File: src/rtl/data_mem_arbiter_pkg.sv
// Shared definitions for the data memory arbiter.
//   - default sizing for the core array and the data memory
//   - FSM state encoding (2 bits, legacy-compatible localparams)
//   - grant_width(): width of a core index, never narrower than 1 bit
package data_mem_arbiter_pkg;

    localparam int CORE_COUNT_DEF = 4;
    localparam int DATA_WIDTH_DEF = 12;
    localparam int DEPTH_DEF      = 4096;
    localparam int ADDR_WIDTH_DEF = $clog2(DEPTH_DEF);

    function automatic int grant_width(input int n);
        return (n > 1) ? $clog2(n) : 1;
    endfunction

    localparam int GRANT_W = grant_width(CORE_COUNT_DEF);

    localparam logic [1:0] ST_IDLE    = 2'd0;
    localparam logic [1:0] ST_ISSUE   = 2'd1;
    localparam logic [1:0] ST_CAPTURE = 2'd2;
    localparam logic [1:0] ST_DONE    = 2'd3;

endpackage

File: src/rtl/data_mem_arbiter_if.sv
// Bundle between the core array, the arbiter and the single-port data memory.
//   Core side : req, reqWrEn, reqAddr, reqData (in to arbiter), ack, rdData (out)
//   Memory side: memWrEn, memAddress, memDataIn (out of arbiter), memDataOut (in)
// Handshake: core i raises req[i] with reqWrEn/reqAddr/reqData stable and keeps
// it high until it sees ack[i]; ack[i] is a single-cycle pulse and completes the
// access (rdData is valid in that cycle for a read). The core drops req on the
// edge that samples ack; the arbiter does not look at req again before then.
// modport master: the arbiter's view. modport slave: cores + memory view.
interface data_mem_arbiter_if
    import data_mem_arbiter_pkg::*;
#(
    parameter int CORE_COUNT = CORE_COUNT_DEF,
    parameter int DATA_WIDTH = DATA_WIDTH_DEF,
    parameter int ADDR_WIDTH = ADDR_WIDTH_DEF
);
    logic [CORE_COUNT-1:0]            req;
    logic [CORE_COUNT-1:0]            reqWrEn;
    logic [CORE_COUNT*ADDR_WIDTH-1:0] reqAddr;
    logic [CORE_COUNT*DATA_WIDTH-1:0] reqData;
    logic [CORE_COUNT-1:0]            ack;
    logic [DATA_WIDTH-1:0]            rdData;
    logic                             memWrEn;
    logic [ADDR_WIDTH-1:0]            memAddress;
    logic [DATA_WIDTH-1:0]            memDataIn;
    logic [DATA_WIDTH-1:0]            memDataOut;

    modport master (
        input  req, reqWrEn, reqAddr, reqData, memDataOut,
        output ack, rdData, memWrEn, memAddress, memDataIn
    );

    modport slave (
        output req, reqWrEn, reqAddr, reqData, memDataOut,
        input  ack, rdData, memWrEn, memAddress, memDataIn
    );
endinterface

File: src/rtl/data_mem_arbiter_rr_priority_picker.sv
// Combinational round-robin picker.
//   req_i        : request vector, one bit per core
//   last_grant_i : index of the most recently granted core
//   valid_o      : at least one request present
//   winner_o     : first requesting core scanning last+1, last+2, ... (wrapping)
// The wrap is an explicit compare so CORE_COUNT need not be a power of two.
module rr_priority_picker #(
    parameter int CORE_COUNT = 4,
    parameter int GW         = 2
) (
    input  logic [CORE_COUNT-1:0] req_i,
    input  logic [GW-1:0]         last_grant_i,
    output logic                  valid_o,
    output logic [GW-1:0]         winner_o
);
    logic [GW-1:0] scan_idx;

    always_comb begin
        valid_o  = 1'b0;
        winner_o = '0;
        scan_idx = last_grant_i;
        for (int k = 0; k < CORE_COUNT; k++) begin
            scan_idx = (scan_idx == GW'(CORE_COUNT - 1)) ? '0 : scan_idx + GW'(1);
            if (!valid_o && req_i[scan_idx]) begin
                valid_o  = 1'b1;
                winner_o = scan_idx;
            end
        end
    end
endmodule

File: src/rtl/data_mem_arbiter.sv
// Round-robin initiator for the shared single-port data memory.
//   clk, rstN   : single clock, asynchronous active-low reset
//   bus         : core request/ack side and memory port (master modport)
//   dbg_state_o : current FSM state for observation
// One access takes IDLE -> ISSUE -> CAPTURE -> DONE; every output is registered.
// memWrEn is high only in the ISSUE cycle, so each write strobes exactly once.
module data_mem_arbiter
    import data_mem_arbiter_pkg::*;
#(
    parameter int CORE_COUNT = CORE_COUNT_DEF,
    parameter int DATA_WIDTH = DATA_WIDTH_DEF,
    parameter int DEPTH      = DEPTH_DEF,
    parameter int ADDR_WIDTH = $clog2(DEPTH)
) (
    input  logic                clk,
    input  logic                rstN,
    data_mem_arbiter_if.master  bus,
    output logic [1:0]          dbg_state_o
);
    localparam int GW = grant_width(CORE_COUNT);

    logic [1:0]            state_q, state_d;
    logic [GW-1:0]         grant_q, grant_d;
    logic [GW-1:0]         last_q, last_d;
    logic                  op_wr_q, op_wr_d;
    logic [CORE_COUNT-1:0] ack_q, ack_d;
    logic [DATA_WIDTH-1:0] rd_q, rd_d;
    logic                  wr_q, wr_d;
    logic [ADDR_WIDTH-1:0] addr_q, addr_d;
    logic [DATA_WIDTH-1:0] din_q, din_d;

    logic                  pick_valid;
    logic [GW-1:0]         pick_idx;

    rr_priority_picker #(
        .CORE_COUNT (CORE_COUNT),
        .GW         (GW)
    ) u_picker (
        .req_i        (bus.req),
        .last_grant_i (last_q),
        .valid_o      (pick_valid),
        .winner_o     (pick_idx)
    );

    always_comb begin
        state_d = state_q;
        grant_d = grant_q;
        last_d  = last_q;
        op_wr_d = op_wr_q;
        ack_d   = ack_q;
        rd_d    = rd_q;
        wr_d    = wr_q;
        addr_d  = addr_q;
        din_d   = din_q;
        case (state_q)
            ST_IDLE: begin
                wr_d = 1'b0;
                if (pick_valid) begin
                    grant_d = pick_idx;
                    last_d  = pick_idx;
                    addr_d  = bus.reqAddr[int'(pick_idx)*ADDR_WIDTH +: ADDR_WIDTH];
                    din_d   = bus.reqData[int'(pick_idx)*DATA_WIDTH +: DATA_WIDTH];
                    wr_d    = bus.reqWrEn[pick_idx];
                    op_wr_d = bus.reqWrEn[pick_idx];
                    state_d = ST_ISSUE;
                end
            end
            ST_ISSUE: begin
                // Memory acts on this edge; the strobe must not last longer.
                wr_d    = 1'b0;
                state_d = ST_CAPTURE;
            end
            ST_CAPTURE: begin
                // Registered read data is on memDataOut now; writes keep old rdData.
                if (!op_wr_q) rd_d = bus.memDataOut;
                ack_d          = '0;
                ack_d[grant_q] = 1'b1;
                state_d        = ST_DONE;
            end
            default: begin
                // DONE: the core drops req on this edge, so req is ignored here.
                ack_d   = '0;
                state_d = ST_IDLE;
            end
        endcase
    end

    always_ff @(posedge clk or negedge rstN) begin
        if (!rstN) begin
            state_q <= ST_IDLE;
            grant_q <= '0;
            last_q  <= GW'(CORE_COUNT - 1);
            op_wr_q <= 1'b0;
            ack_q   <= '0;
            rd_q    <= '0;
            wr_q    <= 1'b0;
            addr_q  <= '0;
            din_q   <= '0;
        end else begin
            state_q <= state_d;
            grant_q <= grant_d;
            last_q  <= last_d;
            op_wr_q <= op_wr_d;
            ack_q   <= ack_d;
            rd_q    <= rd_d;
            wr_q    <= wr_d;
            addr_q  <= addr_d;
            din_q   <= din_d;
        end
    end

    assign bus.ack        = ack_q;
    assign bus.rdData     = rd_q;
    assign bus.memWrEn    = wr_q;
    assign bus.memAddress = addr_q;
    assign bus.memDataIn  = din_q;
    assign dbg_state_o    = state_q;
endmodule

File: src/flat_wrapper.sv
// flat-port wrapper written by rule: the top's interface ports become plain ports
module data_mem_arbiter_flat import data_mem_arbiter_pkg::*;
#(
    parameter int CORE_COUNT = CORE_COUNT_DEF,
    parameter int DATA_WIDTH = DATA_WIDTH_DEF,
    parameter int DEPTH      = DEPTH_DEF,
    parameter int ADDR_WIDTH = $clog2(DEPTH)
)
  (clk, rstN, dbg_state_o, bus_req, bus_reqWrEn, bus_reqAddr, bus_reqData, bus_memDataOut, bus_ack, bus_rdData, bus_memWrEn, bus_memAddress, bus_memDataIn);
  data_mem_arbiter_if #(.CORE_COUNT(CORE_COUNT), .DATA_WIDTH(DATA_WIDTH), .ADDR_WIDTH(ADDR_WIDTH)) bus_i ();
  input  logic clk;
  input  logic rstN;
  output logic [1:0] dbg_state_o;
  input wire logic [$bits(bus_i.req)-1:0] bus_req;
  input wire logic [$bits(bus_i.reqWrEn)-1:0] bus_reqWrEn;
  input wire logic [$bits(bus_i.reqAddr)-1:0] bus_reqAddr;
  input wire logic [$bits(bus_i.reqData)-1:0] bus_reqData;
  input wire logic [$bits(bus_i.memDataOut)-1:0] bus_memDataOut;
  output wire logic [$bits(bus_i.ack)-1:0] bus_ack;
  output wire logic [$bits(bus_i.rdData)-1:0] bus_rdData;
  output wire logic [$bits(bus_i.memWrEn)-1:0] bus_memWrEn;
  output wire logic [$bits(bus_i.memAddress)-1:0] bus_memAddress;
  output wire logic [$bits(bus_i.memDataIn)-1:0] bus_memDataIn;
  assign bus_i.req = bus_req;
  assign bus_i.reqWrEn = bus_reqWrEn;
  assign bus_i.reqAddr = bus_reqAddr;
  assign bus_i.reqData = bus_reqData;
  assign bus_i.memDataOut = bus_memDataOut;
  assign bus_ack = bus_i.ack;
  assign bus_rdData = bus_i.rdData;
  assign bus_memWrEn = bus_i.memWrEn;
  assign bus_memAddress = bus_i.memAddress;
  assign bus_memDataIn = bus_i.memDataIn;
  data_mem_arbiter #(.CORE_COUNT(CORE_COUNT), .DATA_WIDTH(DATA_WIDTH), .DEPTH(DEPTH), .ADDR_WIDTH(ADDR_WIDTH)) u_core (.clk(clk), .rstN(rstN), .bus(bus_i), .dbg_state_o(dbg_state_o));
endmodule
File: config.mk
export PLATFORM = sky130hd
export DESIGN_NAME = data_mem_arbiter_flat
export DESIGN_NICKNAME = d
export VERILOG_FILES = /design/src/rtl/data_mem_arbiter_pkg.sv /design/src/rtl/data_mem_arbiter_if.sv /design/src/rtl/data_mem_arbiter_rr_priority_picker.sv /design/src/rtl/data_mem_arbiter.sv /design/src/flat_wrapper.sv
export SDC_FILE = /design/constraint.sdc
export NUM_CORES = 1
export LEC_CHECK = 0
export CORE_MARGIN = 2
export CORE_UTILIZATION = 25
export CTS_BUF_LIST = sky130_fd_sc_hd__clkbuf_8
export DETAILED_ROUTE_END_ITERATION = 8
export GPL_TIMING_DRIVEN = 0
export PLACE_DENSITY = 0.62
export SYNTH_ARGS = -nofsm -noshare
export SYNTH_HDL_FRONTEND = slang
export SYNTH_SLANG_ARGS = --single-unit
File: constraint.sdc
create_clock -name clk -period 5.6 [get_ports clk]
set_input_delay 1.12 -clock clk [delete_from_list [all_inputs] [get_ports clk]]
set_output_delay 1.12 -clock clk [all_outputs]
set_load 0.02 [all_outputs]
# [Word-level counts from Yosys, hierarchy flattened]
# Cells that the tools add are included.
[word_totals] regBits=48 wordCells=72 in_bits=118
[op_classes] mul=1 n_lt_le_gt_ge=7 n_bitwise=1 n_reduce_logical=12 muxes=29 eq_ne=7 add_sub_neg=4 shifts=2
[op_table] op="$shiftx 48x32->12" n=2
[op_table] op="$lt 2x3->1 const B" n=6
[op_table] op="$mux 2" n=9
[op_table] op="$mux 1" n=11
[op_table] op="$bmux 1 s2" n=5
[op_table] op="$eq 2x2->1 const B" n=5
[op_table] op="$add 2x1->2 const B" n=4
[op_table] op="$pmux 4 s2" n=1
[op_table] op="$pmux 2 s3" n=1
[op_table] op="$logic_and 1x1->1" n=4
[op_table] op="$mul 2x2->4 const B" n=1
[op_table] op="$reduce_and 2->1" n=2
[op_table] op="$logic_not 1->1" n=3
[op_table] op="$demux 1 s2" n=1
[op_table] op="$eq 2x1->1 const B" n=1
[op_table] op="$ge 2x1->1 const B" n=1
[op_table] op="$logic_not 2->1" n=1
[op_table] op="$ne 2x1->1 const B" n=1
[op_table] op="$pmux 1 s2" n=1
[op_table] op="$reduce_bool 2->1" n=1
[op_table] op="$reduce_or 2->1" n=1
[op_table] op="$not 1->1" n=1

# [Depth between registers and ports, before layout]
# Gate-level depths: netlist (run 1).
[logic_depth] depth_word=18 mapped_depth=8

# [By module]
# A second synthesis (run 1) with hierarchy kept.
[hier_totals] hier_cells=167 hier_area_um2=2615.0
[by_module_without_submodules] module="data_mem_arbiter" n_inst=1 seq_area_each_um2=1203.7 cells_per_inst=152 area_per_inst_um2=2507.4
[by_module_without_submodules] module="rr_priority_picker" n_inst=1 seq_area_each_um2=0.0 cells_per_inst=15 area_per_inst_um2=107.6

# [Worst setup path before layout (run 1)]
# Ideal clock, no wire load.
[synth_timing] kind="input -> register" from="input bus_req[1]" to="register u_core.din_q[1] (netlist: u_core.bus.memDataIn[1])" arrival_ps=2295 path_slack_ps=3167 n_path_buf=1 cell_stages=6 cell_sequence="or4_4 nand2_2 o21ba_2 clkbuf_1 o21ai_0 o211ai_1"
[synth_between] elab_chain_cells=14
[synth_lines] item="from (decl)" line="flat_wrapper.sv:14" text="input wire logic [$bits(bus_i.req)-1:0] bus_req;"
[synth_lines] item="$bmux 1 s2" line="data_mem_arbiter_rr_priority_picker.sv:24" text="if (!valid_o && req_i[scan_idx]) begin"
[synth_lines] item="$mux 1 (implied by the code)" line="data_mem_arbiter_rr_priority_picker.sv:24"
[synth_lines] item="$mux 1" line="data_mem_arbiter_rr_priority_picker.sv:24"
[synth_lines] item="$logic_not 1->1" line="data_mem_arbiter_rr_priority_picker.sv:24"
[synth_lines] item="$logic_and 1x1->1" line="data_mem_arbiter_rr_priority_picker.sv:24"
[synth_lines] item="$mux 1" line="data_mem_arbiter_rr_priority_picker.sv:24"
[synth_lines] item="$logic_not 1->1" line="data_mem_arbiter_rr_priority_picker.sv:24"
[synth_lines] item="$logic_and 1x1->1" line="data_mem_arbiter_rr_priority_picker.sv:24"
[synth_lines] item="$mux 1" line="data_mem_arbiter_rr_priority_picker.sv:24"
[synth_lines] item="$logic_not 1->1" line="data_mem_arbiter_rr_priority_picker.sv:24"
[synth_lines] item="$logic_and 1x1->1" line="data_mem_arbiter_rr_priority_picker.sv:24"
[synth_lines] item="$mux 2" line="data_mem_arbiter_rr_priority_picker.sv:24"
[synth_lines] item="$mul 2x2->4" line="data_mem_arbiter.sv:62" text="din_d = bus.reqData[int'(pick_idx)*DATA_WIDTH +: DATA_WIDTH];"
[synth_lines] item="$shiftx 48x32->12" line="data_mem_arbiter.sv:62"
[synth_lines] item="to (signal assigned)" line="data_mem_arbiter.sv:108" text="din_q <= din_d;"
[synth_lines] item="to (decl)" line="data_mem_arbiter.sv:30" text="logic [DATA_WIDTH-1:0] din_q, din_d;"
# Several ways; a longest one is shown, not always the timed one. The select of a mux whose other input is x is not followed.
# A chain may end at the register's enable or synchronous reset.

# [Worst setup path in the final report (run 1)]
[layout_timing] from="input bus_req[2]" to="register u_core.op_wr_q"
[layout_between] elab_chain_cells=14
[layout_lines] item="$bmux 1 s2" line="data_mem_arbiter_rr_priority_picker.sv:24"
[layout_lines] item="$mux 1 (implied by the code)" line="data_mem_arbiter_rr_priority_picker.sv:24"
[layout_lines] item="$mux 1" line="data_mem_arbiter_rr_priority_picker.sv:24"
[layout_lines] item="$logic_not 1->1" line="data_mem_arbiter_rr_priority_picker.sv:24"
[layout_lines] item="$logic_and 1x1->1" line="data_mem_arbiter_rr_priority_picker.sv:24"
[layout_lines] item="$mux 1" line="data_mem_arbiter_rr_priority_picker.sv:24"
[layout_lines] item="$logic_not 1->1" line="data_mem_arbiter_rr_priority_picker.sv:24"
[layout_lines] item="$logic_and 1x1->1" line="data_mem_arbiter_rr_priority_picker.sv:24"
[layout_lines] item="$mux 1" line="data_mem_arbiter_rr_priority_picker.sv:24"
[layout_lines] item="$logic_not 1->1" line="data_mem_arbiter_rr_priority_picker.sv:24"
[layout_lines] item="$logic_and 1x1->1" line="data_mem_arbiter_rr_priority_picker.sv:24"
[layout_lines] item="$mux 2" line="data_mem_arbiter_rr_priority_picker.sv:24"
[layout_lines] item="$bmux 1 s2" line="data_mem_arbiter.sv:64" text="op_wr_d = bus.reqWrEn[pick_idx];"
[layout_lines] item="$mux 1 (implied by the code)" line="data_mem_arbiter.sv:64"
[layout_lines] item="to (signal assigned)" line="data_mem_arbiter.sv:103" text="op_wr_q <= op_wr_d;"
[layout_lines] item="to (decl)" line="data_mem_arbiter.sv:25" text="logic op_wr_q, op_wr_d;"
# Several ways; a longest one is shown, not always the timed one. The select of a mux whose other input is x is not followed.

==> results by group, run 1 <==
Timing
  • Max Clock Freq: 323.2 MHz
  • Final Max Tran Viols: 0
  • Final hold vios: 0
  • RSZ-0062 raised after global routing: no
  • Final setup vio count: 0
  • Setup Skew: 11.40 ps
  • Max transition margin: 0.5799
  • Worst Setup Slack, final: 2506 ps
  • Final min period: 3094 ps
  • Fin crit share: 0.5525
  • Hold WS: 491.2 ps
  • Setup TNS: 0 ps
  • Least-Margin Pin Slew: 630.2 ps

Power and ir drop
  • Pint: 1.387 mW
  • Clk pwr share: 0.125
  • VDD IR max: 0.2206 mV
  • Power Density: 505.1 nW/um2
  • Leakage: 1.972 nW
  • Combinational share of power: 0.615
  • Reg power frac: 0.260
  • Sw Pwr: 0.9944 mW
  • Sw frac: 0.4175

Worst setup path
  • Crit path max-delay family: compound AO/OA/AOI/OAI gates
  • Critical path endpoint category: flop
  • Worst Path Arrival: 3250 ps
  • Critical Path Source Type: input port
  • Worst path required time: 5760 ps
  • Crit path max fanout: 10
  • Crit Path Class: in2reg
  • Slowest CP cell: clkdlybuf4s50_1
  • CP Cell Sequence: clkdlybuf4s50_1, o21a_1, a311o_1, clkbuf_1, a21boi_0, o311ai_1, o21ai_0
  • Critical path buffer and inverter count: 2
  • Crit path largest cell delay: 560 ps

Clock network
  • TritonCTS clock tree: done
  • Clock insertion delay at the later pin of the skew report: 300 ps
  • Clock Tree Buf Depth: 2
  • CTS resizes: 0
  • Hold-fix buffers, CTS: 0
  • H-tree levels: 2
  • Total CTS buffers: 5
  • Clk root buf: clkbuf_8
  • Total setup buffers inserted after CTS: 0
  • Clk slew on worst S/H paths: 90 ps
  • Clk sink count: 48

Yosys
  • Dominant cell type by area after synthesis: dfrtp_1
  • Syn Inst Count: 289
  • Seq cells post-synth: 48
  • Syn_area_per_cell: 9.659 um2
  • Yosys top cell area share: 0.4124
  • Syn nets: 411
  • Total of warnings raised by yosys: 0
  • Unique masters post-synth: 32
  • Seq/Total Area, Yosys: 0.4312
  • Largest cells by area after synthesis: dfrtp_1 (41%), mux2i_1 (8.6%), o211ai_1 (7.0%), a21boi_0 (6.7%), and3_1 (5.6%)
  • Mapped cell area: 2791 um2

Status
  • Outcome: finished, final reports clean

Global route
  • GRT Total Usage: 0.1528
  • GRT overflow: 0
  • Antenna violations before repair: 0
  • First-pass GRT wire length: 14.14 mm
  • Vias in the first global route: 2,822
  • Largest net degree at the start of global routing: 26

Drt
  • Drt first pass iters: 4
  • DR vias: 2,845
  • Final WL: 9.252 mm
  • Antenna-violating nets left: 0
  • Via/cell ratio: 4.758
  • Remaining DRCs: 0
  • Routed len/inst: 15.47 um
  • Iteration-0 DRC Markers: 84

Place
  • RePlAce Congestion: 0.7539
  • I/O Buffers: 160
  • Place WS: 2185 ps
  • Area of placed instances: 4583 um2
  • Post-DP HPWL: 7.408 mm

Cells and area
  • Layout cells sized above 1: 0.06987
  • Synthesis-to-finish area growth: 68.94%
  • Final instance area: 4716 um2
  • # diodes: 0
  • Nets: 579

Die
  • Die W: 109.7 um
  • Initial Utilization: 0.2564
  • Std cell rows: 38
  • Die height: 109.7 um
  • Io pins: 161
  • Core area: 10,890 um2
  • Full die area: 12,030 um2

Min path
  • HP Class: reg2reg

Flow run
  • Max cap viols: 0
-- state kept, by name, summed over array words and instances (netlist names) --
signal / count
u_core.bus.memDataIn: 12
u_core.op_wr_q: 1
u_core.bus.memAddress: 12
u_core.last_q: 2
u_core.dbg_state_o: 2
u_core.bus.rdData: 12
u_core.bus.ack: 4
u_core.bus.memWrEn: 1
u_core.grant_q: 2
-- through the flow --
step	cells	utilization	total power [mW]
global placement	589	0.4196	2.077
global route	598	0.4331	2.575
floorplan	289	-	1.491
detailed placement	590	0.4209	2.113
CTS	598	0.4331	2.415
finish	598	0.4331	2.382
-- final timing paths --
check,from,endpoint,slack [ps],depth (start not counted)
worst max-delay path,bus_req[2],u_core.op_wr_q$_DFFE_PN0P_,2510,7
worst min-delay path,u_core.last_q[1]$_DFFE_PN1P_,u_core.last_q[1]$_DFFE_PN1P_,490,2
worst max register to register,u_core.last_q[0]$_DFFE_PN1P_,u_core.op_wr_q$_DFFE_PN0P_,3000,7
worst min register to register,u_core.last_q[1]$_DFFE_PN1P_,u_core.last_q[1]$_DFFE_PN1P_,490,2
max in group asynchronous,rstN,u_core.bus.memDataIn[4]$_DFFE_PN0P_,4220,2
min in group asynchronous,rstN,u_core.bus.memAddress[0]$_DFFE_PN0P_,820,1
-- logic make-up (layout without fill, tap and decap cells) --
kind of cell,after synthesis,count (layout),synth area share
compound gates,96,96,0.2335
fa+ha+maj,4,4,0.01793
buf+inv,30,199,0.04841
flops,48,48,0.4312
mux,36,36,0.1345
simple gates,75,75,0.1345
-- cells in the mapped netlist --
cell type   n
a2111o_1    1
a21boi_0   25
a221o_1     1
a22o_1      2
a311o_1     1
and2_4      1
and3_1     25
buf_6       3
clkbuf_1   19
dfrtp_1    46
dfstp_2     2
ha_1        4
inv_1       8
mux2_2     12
mux2i_1    24
nand2_1    37
nand2_2     1
nand3_1     1
nand3b_1    1
nor2_1      5
nor3_1      1
o211ai_1   26
o21a_1      2
o21ai_0    31
o21ai_1     3
o21ai_2     1
o21ba_2     1
o311ai_1    1
o31ai_1     1
or2_2       1
or4_4       1
or4bb_1     1
-- cell usage in the layout, fill, tap and decap left out, types with 12 or more instances in the layout --
cell and count:
and3_1 25, mux2_2 12, mux2i_1 24, o211ai_1 26, clkdlybuf4s50_1 159, nand2_1 37, o21ai_0 31, dfrtp_1 46
a21boi_0 25, clkbuf_1 19
-- area by class of cell --
cell class              count  area (um2)
clock buffers               5       68.82
well taps                 140       175.2
multi-input cells         211        1453
fillers                  1095        6172
flip-flops and latches     48        1204
clock inverters             3       63.81
repair buffers            161        1617
plain buffers              22       105.1
inverters                   8       30.03
-- power groups by stage --
stage	clock network (mW)	registers (mW)	logic, mW
floorplan	0	0.800	0.692
global placement	0	0.621	1.46
detailed placement	0	0.629	1.48
CTS	0.305	0.622	1.49
global route	0.318	0.643	1.61
finish	0.297	0.620	1.46
-- per-layer routing --
| layer | routed length [um] | GRT usage | up-vias |
|---|---|---|---|
| li1 | - | - | 1388 |
| met1 | 3846 | 0.1860 | 1322 |
| met2 | 4446 | 0.2610 | 124 |
| met3 | 856 | 0.04624 | 11 |
| met4 | 103 | 0.04250 | 0 |
| met5 | 0 | 0 | - |
-- tightest hold or removal path, delay by kind of cell, from the launching register on --
family | cells | cell delay [ps]
AO/OA/AOI/OAI | 1 | 70
flip-flops | 1 | 380
AND/OR/NAND/NOR | 1 | 50
(Power assumes the default switching activity.)
==> run 2, diff against run 1 <==
--- a/config.mk
+++ b/config.mk
@@ -10,7 +10,7 @@
 export CTS_BUF_LIST = sky130_fd_sc_hd__clkbuf_8
 export DETAILED_ROUTE_END_ITERATION = 8
 export GPL_TIMING_DRIVEN = 0
-export PLACE_DENSITY = 0.62
+export PLACE_DENSITY = 0.64
 export SYNTH_ARGS = -nofsm -noshare
 export SYNTH_HDL_FRONTEND = slang
 export SYNTH_SLANG_ARGS = --single-unit
==> constraint.sdc (replaced) <==
create_clock -name clk -period 2.58 [get_ports clk]
set_input_delay 0.516 -clock clk [delete_from_list [all_inputs] [get_ports clk]]
set_output_delay 0.516 -clock clk [all_outputs]
set_load 0.02 [all_outputs]
==> results by group, run 2 (synthesis results as in run 1) <==
Status
  • Outcome: finished, final reports clean

Power and ir drop
  • Clk pwr share: 0.115
  • VDD IR max: 0.4227 mV
  • Reg power frac: 0.263
  • Power Density: 1086 nW/um2
  • Sw frac: 0.4243
  • Pint: 2.950 mW
  • Sw Pwr: 2.174 mW
  • Leakage: 1.976 nW
  • Total Power: 5.124 mW
  • Combinational share of power: 0.622

Clock network
  • Clk root buf: clkbuf_8
  • Total setup buffers inserted after CTS: 0
  • Clock insertion delay at the later pin of the skew report: 300 ps
  • TritonCTS clock tree: done
  • Clock Tree Buf Depth: 2
  • Clk slew on worst S/H paths: 100 ps
  • H-tree levels: 2
  • Clk sink count: 48
  • Total CTS buffers: 5
  • Hold-fix buffers, CTS: 0
  • CTS resizes: 0

Place
  • Post-DP HPWL: 7.541 mm
  • I/O Buffers: 160
  • RePlAce Congestion: 0.7391

Cells and area
  • Layout cells sized above 1: 0.08079
  • # diodes: 0
  • Most frequent cells in the layout: clkdlybuf4s50_1 (159), dfrtp_1 (46), nand2_1 (37)
  • Fillers: 1,088
  • Synthesis-to-finish area growth: 68.98%
  • Commonest non-fill, non-tap cell in the layout: clkdlybuf4s50_1
  • Nets: 579

Timing
  • Max Clock Freq: 419.6 MHz
  • Max transition margin: 0.5530
  • RSZ-0062 raised after global routing: no
  • Final setup vio count: 0
  • Final hold vios: 0
  • Final Max Tran Viols: 0
  • Least-Margin Pin Slew: 670.5 ps
  • Fin crit share: 0.9238
  • Final min period: 2383 ps
  • Setup Skew: 9.662 ps
  • Setup TNS: 0 ps

Global route
  • First-pass GRT wire length: 14.33 mm
  • Vias in the first global route: 2,963
  • GRT overflow: 0
  • Largest net degree at the start of global routing: 28
  • Antenna violations before repair: 0
  • GRT Total Usage: 0.1538

Worst setup path
  • Crit Path Class: in2reg
  • Critical path endpoint category: flop
  • Crit path max fanout: 10
  • R2R Path Start: u_core.last_q[0]$_DFFE_PN1P_
  • Crit path launch: bus_req[1]
  • CP Cell Sequence: clkdlybuf4s50_1, or4_4, nand2_2, o21ba_2, clkbuf_1, o21ai_0, o211ai_1
  • Slowest CP cell: or4_4
  • Worst Path Arrival: 2560 ps
  • Critical Path Source Type: input port
  • Worst path required time: 2760 ps
  • Crit path largest cell delay: 620 ps

Drt
  • Routed len/inst: 15.63 um
  • DR vias: 2,834
  • Via/cell ratio: 4.739
  • Final WL: 9.344 mm
  • Antenna-violating nets left: 0
  • Remaining DRCs: 0
  • Iteration-0 DRC Markers: 75
  • Drt first pass iters: 4

Die
  • Io pins: 161
  • Full die area: 12,030 um2
  • Die height: 109.7 um
  • Die W: 109.7 um
  • Std cell rows: 38
  • Initial Utilization: 0.2564
  • Core area: 10,890 um2

Flow run
  • Max cap viols: 0

Min path
  • HP Class: in2async
[run 2: cell types whose count changed in the layout (fill, tap and decap cells not counted), sizes merged]
cell | before | now
bufinv | 2 | 1
clkbuf | 24 | 25
inv | 9 | 8
clkinv | 0 | 1
[run 2: cell type report]
type                    count  area [um2]  share of cell area
clock buffers               6       82.58             0.01751
repair buffers            161        1624              0.3443
flip-flops and latches     48        1204              0.2552
plain buffers              22       108.9             0.02308
clock inverters             2       38.79            0.008223
multi-input cells         211        1454              0.3082
well taps                 140       175.2             0.03714
inverters                   8       30.03            0.006366
[run 2: metrics by stage]
| step | hold slack, ps | cells | utilization | setup slack, ps | instance area [um2] |
|---|---|---|---|---|---|
| after CTS | 246.9 | 598 | 0.4328 | 19.42 | 4712 |
| after global routing | 284.6 | 598 | 0.4332 | 15.23 | 4717 |
| final | 235.6 | 598 | 0.4332 | 196.6 | 4717 |
| after detailed placement | 476.1 | 590 | 0.4216 | -155.4 | 4591 |
| after global placement | 466.2 | 589 | 0.4196 | -503.6 | 4568 |
| after floorplan | 220.4 | 289 | - | 556.2 | 2791 |
[run 2: worst paths after layout]
check	end	slack (ps)	cells past startpoint
worst max-delay path	u_core.bus.memDataIn[7]$_DFFE_PN0P_	200	7
worst min-delay path	u_core.dbg_state_o[0]$_DFFE_PN0P_	240	1
worst max register to register	u_core.bus.memDataIn[7]$_DFFE_PN0P_	220	7
worst min register to register	u_core.bus.ack[1]$_DFFE_PN0N_	490	2
max in group asynchronous	u_core.last_q[0]$_DFFE_PN1P_	1720	2
min in group clk	u_core.bus.ack[1]$_DFFE_PN0N_	490	2
[run 2: power groups by stage]
stage               registers [mW]  clock network (mW)  logic (mW)
floorplan                     1.74                   0        1.50
global placement              1.35                   0        3.16
detailed placement            1.37                   0        3.21
CTS                           1.35               0.618        3.21
global route                  1.39               0.641        3.49
finish                        1.35               0.591        3.19
[run 2: per-layer routing]
layer / vias up / global-route usage / share of wire
met3: 11 / 0.03912 / 0.076
met4: 0 / 0.03436 / 0.011
met2: 109 / 0.2725 / 0.49
met5: - / 0 / 0
met1: 1327 / 0.1870 / 0.43
li1: 1387 / - / -
[run 2: critical path: cells and delay by family]
kind                   cells  cell delay, ps
AND/OR/NAND/NOR            2             760
buffers and inverters      2             750
AO/OA/AOI/OAI              3             540
==> run 3, diff against run 2 <==
--- a/config.mk
+++ b/config.mk
@@ -10,7 +10,8 @@
 export CTS_BUF_LIST = sky130_fd_sc_hd__clkbuf_8
 export DETAILED_ROUTE_END_ITERATION = 8
 export GPL_TIMING_DRIVEN = 0
-export PLACE_DENSITY = 0.64
+export PLACE_DENSITY = 0.65
 export SYNTH_ARGS = -nofsm -noshare
 export SYNTH_HDL_FRONTEND = slang
+export SYNTH_HIERARCHICAL = 1
 export SYNTH_SLANG_ARGS = --single-unit
==> results by group, run 3 <==
Yosys
  • Top FF cell, synth: dfrtp_1
  • Syn_area_per_cell: 15.66 um2
  • Syn Inst Count: 167
  • Seq cells post-synth: 48
  • Total of warnings raised by yosys: 6
  • Unique masters post-synth: 29
  • Synth cell count leaders: dfrtp_1 (46), mux2_2 (38), mux4_2 (19)
  • Most frequent cell after synthesis: dfrtp_1
  • Yosys top cell area share: 0.4402
  • Post-synth EDFFs: 0
  • Dominant cell type by area after synthesis: dfrtp_1
  • Syn nets: 289
  • Seq/Total Area, Yosys: 0.4603
  • Mapped cell area: 2615 um2
  • Largest cells by area after synthesis: dfrtp_1 (44%), mux2_2 (16%), mux4_2 (16%), mux4_1 (6.0%), dfstp_2 (2.0%)
  • Synth async-reset ratio: 1.000

Drt
  • Final WL: 7.263 mm
  • Via/cell ratio: 4.428
  • Drt first pass iters: 4
  • Routed len/inst: 15.39 um
  • DR vias: 2,090
  • Antenna-violating nets left: 0
  • Remaining DRCs: 0
  • Iteration-0 DRC Markers: 37

Cells and area
  • Most frequent cells in the layout: clkdlybuf4s50_1 (159), dfrtp_1 (46), mux2_2 (38)
  • # diodes: 0
  • Fillers: 958
  • Multi-input gate area: 1310 um2
  • Commonest non-fill, non-tap cell in the layout: clkdlybuf4s50_1
  • Synthesis-to-finish area growth: 74.40%
  • Sequential standard cell area: 1204 um2
  • Layout cells sized above 1: 0.2470
  • Final core utilization: 0.4458
  • Nets: 458

Worst setup path
  • Slowest CP cell: dfstp_2
  • Critical path buffer and inverter count: 2
  • R2R Path Start: u_core/last_q[0]$_DFFE_PN1P_
  • Critical path endpoint category: flop
  • Worst Path Arrival: 2650 ps
  • Critical Path Source Type: flop
  • Crit path largest cell delay: 590 ps
  • Crit path max-delay family: multiplexers
  • Worst r2r dst: u_core/bus.memAddress[8]$_DFFE_PN0P_
  • Internal reg-to-reg setup slack: 120 ps
  • Crit Path Class: reg2reg
  • CP Cell Sequence: ha_1, nand2_2, a21oi_1, nor3_2, buf_6, buf_12, mux4_2, mux2_2
  • Reg2reg path depth: 8
  • Crit path max fanout: 10
  • Worst path required time: 2760 ps

Timing
  • Setup Skew: 6.257 ps
  • Final hold vios: 0
  • Max Clock Freq: 405.9 MHz
  • Fin crit share: 0.9549
  • Final Max Tran Viols: 0
  • Final min period: 2464 ps
  • Setup TNS: 0 ps
  • Max transition margin: 0.6021
  • Final setup vio count: 0
  • Least-Margin Pin Slew: 596.9 ps
  • RSZ-0062 raised after global routing: no

Clock network
  • TritonCTS clock tree: done
  • Clock insertion delay at the later pin of the skew report: 290 ps
  • H-tree levels: 2
  • Total CTS buffers: 5
  • Clk sink count: 48
  • Clk root buf: clkbuf_8
  • Clk slew on worst S/H paths: 90 ps
  • Clock Tree Buf Depth: 2

Power and ir drop
  • Leakage: 1.828 nW
  • VDD IR max: 0.3507 mV
  • Total Power: 5.255 mW
  • Power Density: 1152 nW/um2

Global route
  • Vias in the first global route: 2,259
  • First-pass GRT wire length: 11.14 mm
  • GRT overflow: 0
  • GRT Total Usage: 0.1279
  • Largest net degree at the start of global routing: 32
  • Antenna violations before repair: 0

Die
  • Full die area: 11,290 um2
  • Die height: 106.3 um
  • Io pins: 161
  • Die W: 106.3 um
  • Core area: 10,230 um2
  • Std cell rows: 37
  • Initial Utilization: 0.2556

Place
  • RePlAce Congestion: 0.7122
  • Post-DP HPWL: 5.918 mm
  • I/O Buffers: 160

Flow run
  • Max cap viols: 0

Status
  • Outcome: finished, final reports clean

Min path
  • HP Class: in2async
-- run 3: worst reg2reg max path, cell delays in order (launching register included) --
cell	delay [ps]
dfstp_2	590
ha_1	290
nand2_2	110
a21oi_1	80
nor3_2	150
buf_6	180
buf_12	160
mux4_2	500
mux2_2	280
-- run 3: repair_timing --
item	in CTS	in global routing
buffers inserted	0	1
hold buffers	0	0
resized for setup	5	3
endpoints found under the setup margin	20	19
pin swaps	0	0
-- run 3: area by class of cell --
| class | count | share of cell area |
|---|---|---|
| clock buffer | 5 | 0.01509 |
| inverter | 4 | 0.003292 |
| buffer | 11 | 0.02112 |
| clock inverter | 2 | 0.01317 |
| timing repair buffer | 162 | 0.3588 |
| sequential | 48 | 0.2639 |
| multi-input combinational | 104 | 0.2872 |
| tap | 136 | 0.03731 |
-- run 3: kinds of logic (layout without fill, tap and decap cells) --
logic type | Yosys count | count (layout) | synth area share
simple gates | 19 | 19 | 0.03876
mux | 63 | 63 | 0.3876
buf+inv | 15 | 184 | 0.03923
flops | 48 | 48 | 0.4603
compound gates | 18 | 18 | 0.05502
fa+ha+maj | 4 | 4 | 0.01914
-- run 3: report_power, final --
part / switching, mW / internal [mW]
Combinational: 1.39 / 1.88
Clock: 0.252 / 0.382
Sequential: 0.198 / 1.15
-- run 3: layer usage --
| layer | vias up | part of all wire | GRT usage |
|---|---|---|---|
| li1 | 986 | - | - |
| met1 | 1016 | 0.39 | 0.1465 |
| met2 | 86 | 0.53 | 0.2353 |
| met3 | 2 | 0.067 | 0.03004 |
| met4 | 0 | 0.0076 | 0.03759 |
| met5 | - | 0 | 0 |
-- run 3: stage by stage --
step                      std cells  worst slack, ps  cell area (um2)  hold slack, ps
after floorplan                 167            229.0             2615           220.4
after global placement          463           -527.2             4387           487.6
after detailed placement        464           -400.6             4402           493.9
after CTS                       471            64.77             4538           162.4
after global routing            472            1.167             4561           180.5
final                           472            116.5             4561           157.6
-- run 3: worst max-delay path by stage --
| stage | from | end | slack (ps) | cells past startpoint |
|---|---|---|---|---|
| CTS | u_core/last_q[0]$_DFFE_PN1P_ | u_core/bus.memAddress[2]$_DFFE_PN0P_ | 60 | 8 |
| finish | u_core/last_q[0]$_DFFE_PN1P_ | u_core/bus.memAddress[8]$_DFFE_PN0P_ | 120 | 8 |
| global route | u_core/last_q[0]$_DFFE_PN1P_ | u_core/bus.memDataIn[5]$_DFFE_PN0P_ | 1 | 8 |
| floorplan | u_core/last_q[0]$_DFFE_PN1P_ | u_core/bus.memAddress[10]$_DFFE_PN0P_ | 230 | 8 |
| global placement | rstN | u_core/bus.memAddress[6]$_DFFE_PN0P_ | -530 | 1 |
| detailed placement | bus_req[0] | u_core/bus.memAddress[2]$_DFFE_PN0P_ | -400 | 8 |
